[config.mk]
export PLATFORM = sky130hd
export DESIGN_NAME = hls_deadlock_reporter
export DESIGN_NICKNAME = d
export VERILOG_FILES = /design/src/rtl/hls_deadlock_reporter.sv
export SDC_FILE = /design/constraint.sdc
export NUM_CORES = 1
export LEC_CHECK = 0
export BUFFER_PORTS_ARGS = -buffer_cell sky130_fd_sc_hd__buf_2
export CORE_MARGIN = 2
export CORE_UTILIZATION = 50
export DETAILED_ROUTE_END_ITERATION = 12
export PLACE_DENSITY = 0.72
export SYNTH_ARGS = -nofsm -noshare
export SYNTH_HDL_FRONTEND = slang
export SYNTH_SLANG_ARGS = --single-unit
export TNS_END_PERCENT = 100
[constraint.sdc]
create_clock -name clock -period 5.4 [get_ports clock]
set_clock_uncertainty 0.05 [all_clocks]
set_input_delay 0.81 -clock clock [delete_from_list [all_inputs] [get_ports clock]]
set_output_delay 0.81 -clock clock [all_outputs]
set_load 0.05 [all_outputs]
[src/rtl/hls_deadlock_reporter.sv]
// Qualifies a persistent HLS deadlock indication and emits one timestamped
// snapshot record per episode over a valid/ready stream.
module hls_deadlock_reporter #(
    parameter int unsigned CONFIRM_CYCLES = 16
) (
    input  logic        clock,
    input  logic        reset,
    input  logic        block,
    input  logic [3:0]  axis_block_sigs,
    input  logic [10:0] inst_idle_sigs,
    input  logic [2:0]  inst_block_sigs,
    input  logic        clear,
    output logic        report_valid,
    input  logic        report_ready,
    output logic [63:0] report_data,
    output logic        deadlock_flag,
    output logic [7:0]  event_count
);

    typedef enum logic [1:0] {
        ST_IDLE    = 2'd0,
        ST_CONFIRM = 2'd1,
        ST_REPORT  = 2'd2,
        ST_HOLD    = 2'd3
    } state_t;

    localparam logic [15:0] CONFIRM_W = 16'(CONFIRM_CYCLES);

    function automatic logic [7:0] sat_inc8(input logic [7:0] v);
        return (v == 8'hFF) ? 8'hFF : v + 8'd1;
    endfunction

    state_t      r_state;
    logic [15:0] r_qcnt;
    logic [31:0] r_ts;
    logic        r_report_valid;
    logic [63:0] r_report_data;
    logic        r_deadlock_flag;
    logic [7:0]  r_event_count;

    logic [15:0] w_qcnt_inc;
    logic        w_capture;
    logic [7:0]  w_count_next;

    assign w_qcnt_inc = r_qcnt + 16'd1;

    // Capture fires on the cycle the qualification count reaches CONFIRM_CYCLES
    always_comb begin
        w_capture = 1'b0;
        case (r_state)
            ST_IDLE:    w_capture = block && (CONFIRM_W == 16'd1);
            ST_CONFIRM: w_capture = block && (w_qcnt_inc == CONFIRM_W);
            default:    w_capture = 1'b0;
        endcase
    end

    // Capture takes precedence over a coincident clear, so the count restarts at 1
    always_comb begin
        w_count_next = r_event_count;
        if (w_capture) begin
            w_count_next = clear ? 8'd1 : sat_inc8(r_event_count);
        end else if (clear) begin
            w_count_next = 8'd0;
        end else begin
            w_count_next = r_event_count;
        end
    end

    // Timestamp, episode FSM, snapshot record and sticky status
    always_ff @(posedge clock) begin
        if (reset) begin
            r_state         <= ST_IDLE;
            r_qcnt          <= 16'd0;
            r_ts            <= 32'd0;
            r_report_valid  <= 1'b0;
            r_report_data   <= 64'd0;
            r_deadlock_flag <= 1'b0;
            r_event_count   <= 8'd0;
        end else begin
            r_ts          <= r_ts + 32'd1;
            r_event_count <= w_count_next;

            if (w_capture) begin
                r_deadlock_flag <= 1'b1;
                r_report_data   <= {r_ts, w_count_next, 6'd0, inst_idle_sigs,
                                    inst_block_sigs, axis_block_sigs};
            end else if (clear) begin
                r_deadlock_flag <= 1'b0;
            end

            case (r_state)
                ST_IDLE: begin
                    if (block) begin
                        r_qcnt <= 16'd1;
                        if (w_capture) begin
                            r_state        <= ST_REPORT;
                            r_report_valid <= 1'b1;
                        end else begin
                            r_state <= ST_CONFIRM;
                        end
                    end
                end
                ST_CONFIRM: begin
                    if (!block) begin
                        r_state <= ST_IDLE;
                        r_qcnt  <= 16'd0;
                    end else begin
                        r_qcnt <= w_qcnt_inc;
                        if (w_capture) begin
                            r_state        <= ST_REPORT;
                            r_report_valid <= 1'b1;
                        end
                    end
                end
                ST_REPORT: begin
                    if (report_ready) begin
                        r_state        <= ST_HOLD;
                        r_report_valid <= 1'b0;
                    end
                end
                ST_HOLD: begin
                    // One report per episode: re-arm only once block has dropped
                    if (!block) begin
                        r_state <= ST_IDLE;
                        r_qcnt  <= 16'd0;
                    end
                end
                default: begin
                    r_state        <= ST_IDLE;
                    r_qcnt         <= 16'd0;
                    r_report_valid <= 1'b0;
                end
            endcase
        end
    end

    assign report_valid  = r_report_valid;
    assign report_data   = r_report_data;
    assign deadlock_flag = r_deadlock_flag;
    assign event_count   = r_event_count;

endmodule

==> results.cfg <==
[floorplan]
start_util_pct = 51.0
io-pin-count = 97
die_w_um = 112
fp.dieH_um = 112
std_cell_rows = 39
coreArea_um2 = 11400
dieArea_um2 = 12500

[setup_path]
criticalPathCategory = reg2reg
worst-path-max-fanout = 31
path_buf_inv = 1
critPathRequiredTime_ns = 5.66
crit_start = r_qcnt[0]$_SDFFE_PP0P_
cp-start-kind = flop
cp-end-kind = flop
cpLargestDelayFamily = simple AND/OR/NAND/NOR gates
crit_chain = ha_1 > nand3_1 > nor4_1 > xor2_1 > nor4b_4 > buf_4 > nand4_1 > a21oi_1
crit_slowest_cell = nor4b_4
arrival_ns = 3.93
regToRegStartpoint = r_qcnt[0]$_SDFFE_PP0P_
cpPeakStageDelay_ns = 0.94

[sta]
fmax_mhz = 272
finalCritPeriodShare_pct = 68.0
finalWorstSetupSlack_ns = 1.73
maxSlewViolCount = 0
fin_crit_ns = 3.67
slew_headroom_pct = 22.2
tightestPinTransition_ns = 1.16
hold_violations = 0
rsz0062_at_grt = false
setup_violations = 0
final.setup.tns_ns = 0

[grt]
antenna_found_initial = 0
grt_pass1_wl_um = 23600
grt_pass1_vias = 5068
grtUsageTotal_pct = 22.5
grt_max_degree = 111
overflow = 0

[route]
vias = 5222
vias_per_cell = 6.02
post_drt_wl_per_cell_um = 16.1
antenna_left = 0
drc = 0
detail_route.iter0.violations = 366
dr.pass1.iters = 5
finalWirelength_um = 14000

[clock_tree]
clk_pin_slew_worst_paths_ns = 0.05
cts_tree = built
cts_hold_buffers = 0
clock_latency_ns = 0.41
root_buffer = clkbuf_16
cts_buffers = 17
cts_sinks = 118
clk_path_buf_depth = 2
cts_resized = 0
cts_htree_levels = 4
post_cts_buffers = 0

[finish]
fin_util_pct = 59.3
layout_commonest_cell = dfxtp_1
stdcell_count = 868
areaGrowthSynthToFinish_pct = 16.3
drive_above_1_share_pct = 24.4
final_nets = 740
fillers = 984
antenna_cells = 0
final_cell_mix = dfxtp_1, buf_2, a21oi_1

[place]
hpwl_um = 8730
place_ws_ns = 1.69
io_buffers = 90
routabilityCongestion = 0.877
dp_cells = 837

[run_status]
run_status = finished clean

[yosys]
synth_edf_count = 0
netlist-cell-type-count = 58
yosys_warnings = 0
ys_seq_area_share_pct = 40.8
syn_area_um2 = 5790
synth-async-reset-ratio_pct = 0
syn-instance-count = 660
synth_top_flop_cell = dfxtp_1
synth.avg_cell_area_um2 = 8.78
yosys_register_bits = 118

[pwr]
fin_total_pwr_mw = 2.08
leakagePower_nw = 2.41
p_per_area_nw_per_um2 = 308
ir_drop_mv = 0.203

[job]
cap_violations = 0

[min_path]
hold_start = report_data[0]$_SDFFE_PP0N_
hold_path.class = reg2reg
[tightest hold or removal path: cells and delay by family, from the launching register on]
kind,cells,cell delay (ns)
AOI/OAI and AO/OA,2,0.10
DFF,1,0.31
[cell usage after synthesis (2+ instances only)]
master / instances / area, um^2
xor2_1: 12 / 105
a311oi_1: 4 / 35.0
and2_1: 5 / 31.3
nand3_1: 21 / 105
a211oi_1: 2 / 15.0
o31ai_1: 18 / 135
buf_4: 9 / 67.6
o21ai_0: 24 / 120
nand2b_1: 13 / 81.3
xnor2_1: 14 / 123
nor2_1: 50 / 188
nand2_1: 32 / 120
or3_1: 14 / 87.6
a21oi_1: 76 / 380
nor2b_1: 5 / 31.3
or2_2: 4 / 25.0
buf_2: 8 / 40.0
o211ai_1: 2 / 15.0
clkbuf_1: 37 / 139
a22oi_1: 5 / 37.5
o31ai_2: 33 / 413
nor3_1: 7 / 35.0
o211a_1: 2 / 20.0
nand4_1: 63 / 394
mux2i_1: 10 / 100
ha_1: 4 / 50.1
buf_1: 4 / 15.0
nor4_1: 5 / 31.3
and4_1: 8 / 70.1
o21ai_1: 6 / 30.0
buf_6: 9 / 101
and3_1: 4 / 25.0
inv_1: 7 / 26.3
o22ai_1: 2 / 12.5
dfxtp_1: 118 / 2360
[sequential cells by signal, indices dropped and copies added (netlist names)]
register,cells
deadlock_flag,1
event_count,8
r_qcnt,16
r_state,2
r_ts,32
report_data,58
report_valid,1
[final cells by class]
class | count | area [um^2] | area share [%]
clock buffer | 22 | 474 | 7.04
clock inverter | 9 | 125 | 1.86
inverter | 7 | 26.3 | 0.390
multi-input combinational | 473 | 3070 | 45.6
sequential | 118 | 2360 | 35.1
tap | 143 | 179 | 2.66
timing repair buffer | 96 | 498 | 7.39
[power by group]
part           leakage (nW)  switching (mW)  internal, mW
Sequential            0.951         0.00413         0.875
Clock                 0.292           0.382         0.755
Combinational          1.17          0.0474        0.0153
Total                  2.41           0.433          1.65
[final timing paths]
path	to	slack [ns]	cells after the start
hold / removal	report_data[0]$_SDFFE_PP0N_	0.41	2
setup / recovery	report_data[35]$_SDFFE_PP0N_	1.73	8
hold reg to reg	report_data[0]$_SDFFE_PP0N_	0.41	2
setup reg to reg	report_data[35]$_SDFFE_PP0N_	1.73	8
[logic make-up (layout without fill, tap and decap cells)]
group | Yosys count | in the layout | share of synthesized area (%)
xor gates and xnor gates | 26 | 26 | 3.93
and+or+nand+nor | 243 | 243 | 23.4
adders and majority gates | 4 | 4 | 0.864
buffers and inverters | 74 | 134 | 6.72
muxes | 11 | 11 | 1.92
AOI/OAI and AO/OA | 183 | 183 | 22.3
other | 1 | 6 | 0.0647
DFF | 118 | 118 | 40.8
[metal layers]
layer	share of wire, %	global-route usage, %
met1	43	28.2
met2	50	37.8
met3	4.5	4.46
met4	1.9	9.47
met5	0	0
[stage by stage]
step           hold WS (ns)  cell area (um^2)
2_1_floorplan         0.376              5810
3_3_place_gp          0.399              6140
3_5_place_dp          0.407              6140
4_1_cts               0.415              6740
5_1_grt               0.426              6740
6_report              0.412              6740
Note: power is estimated with default switching activity, not from simulation.
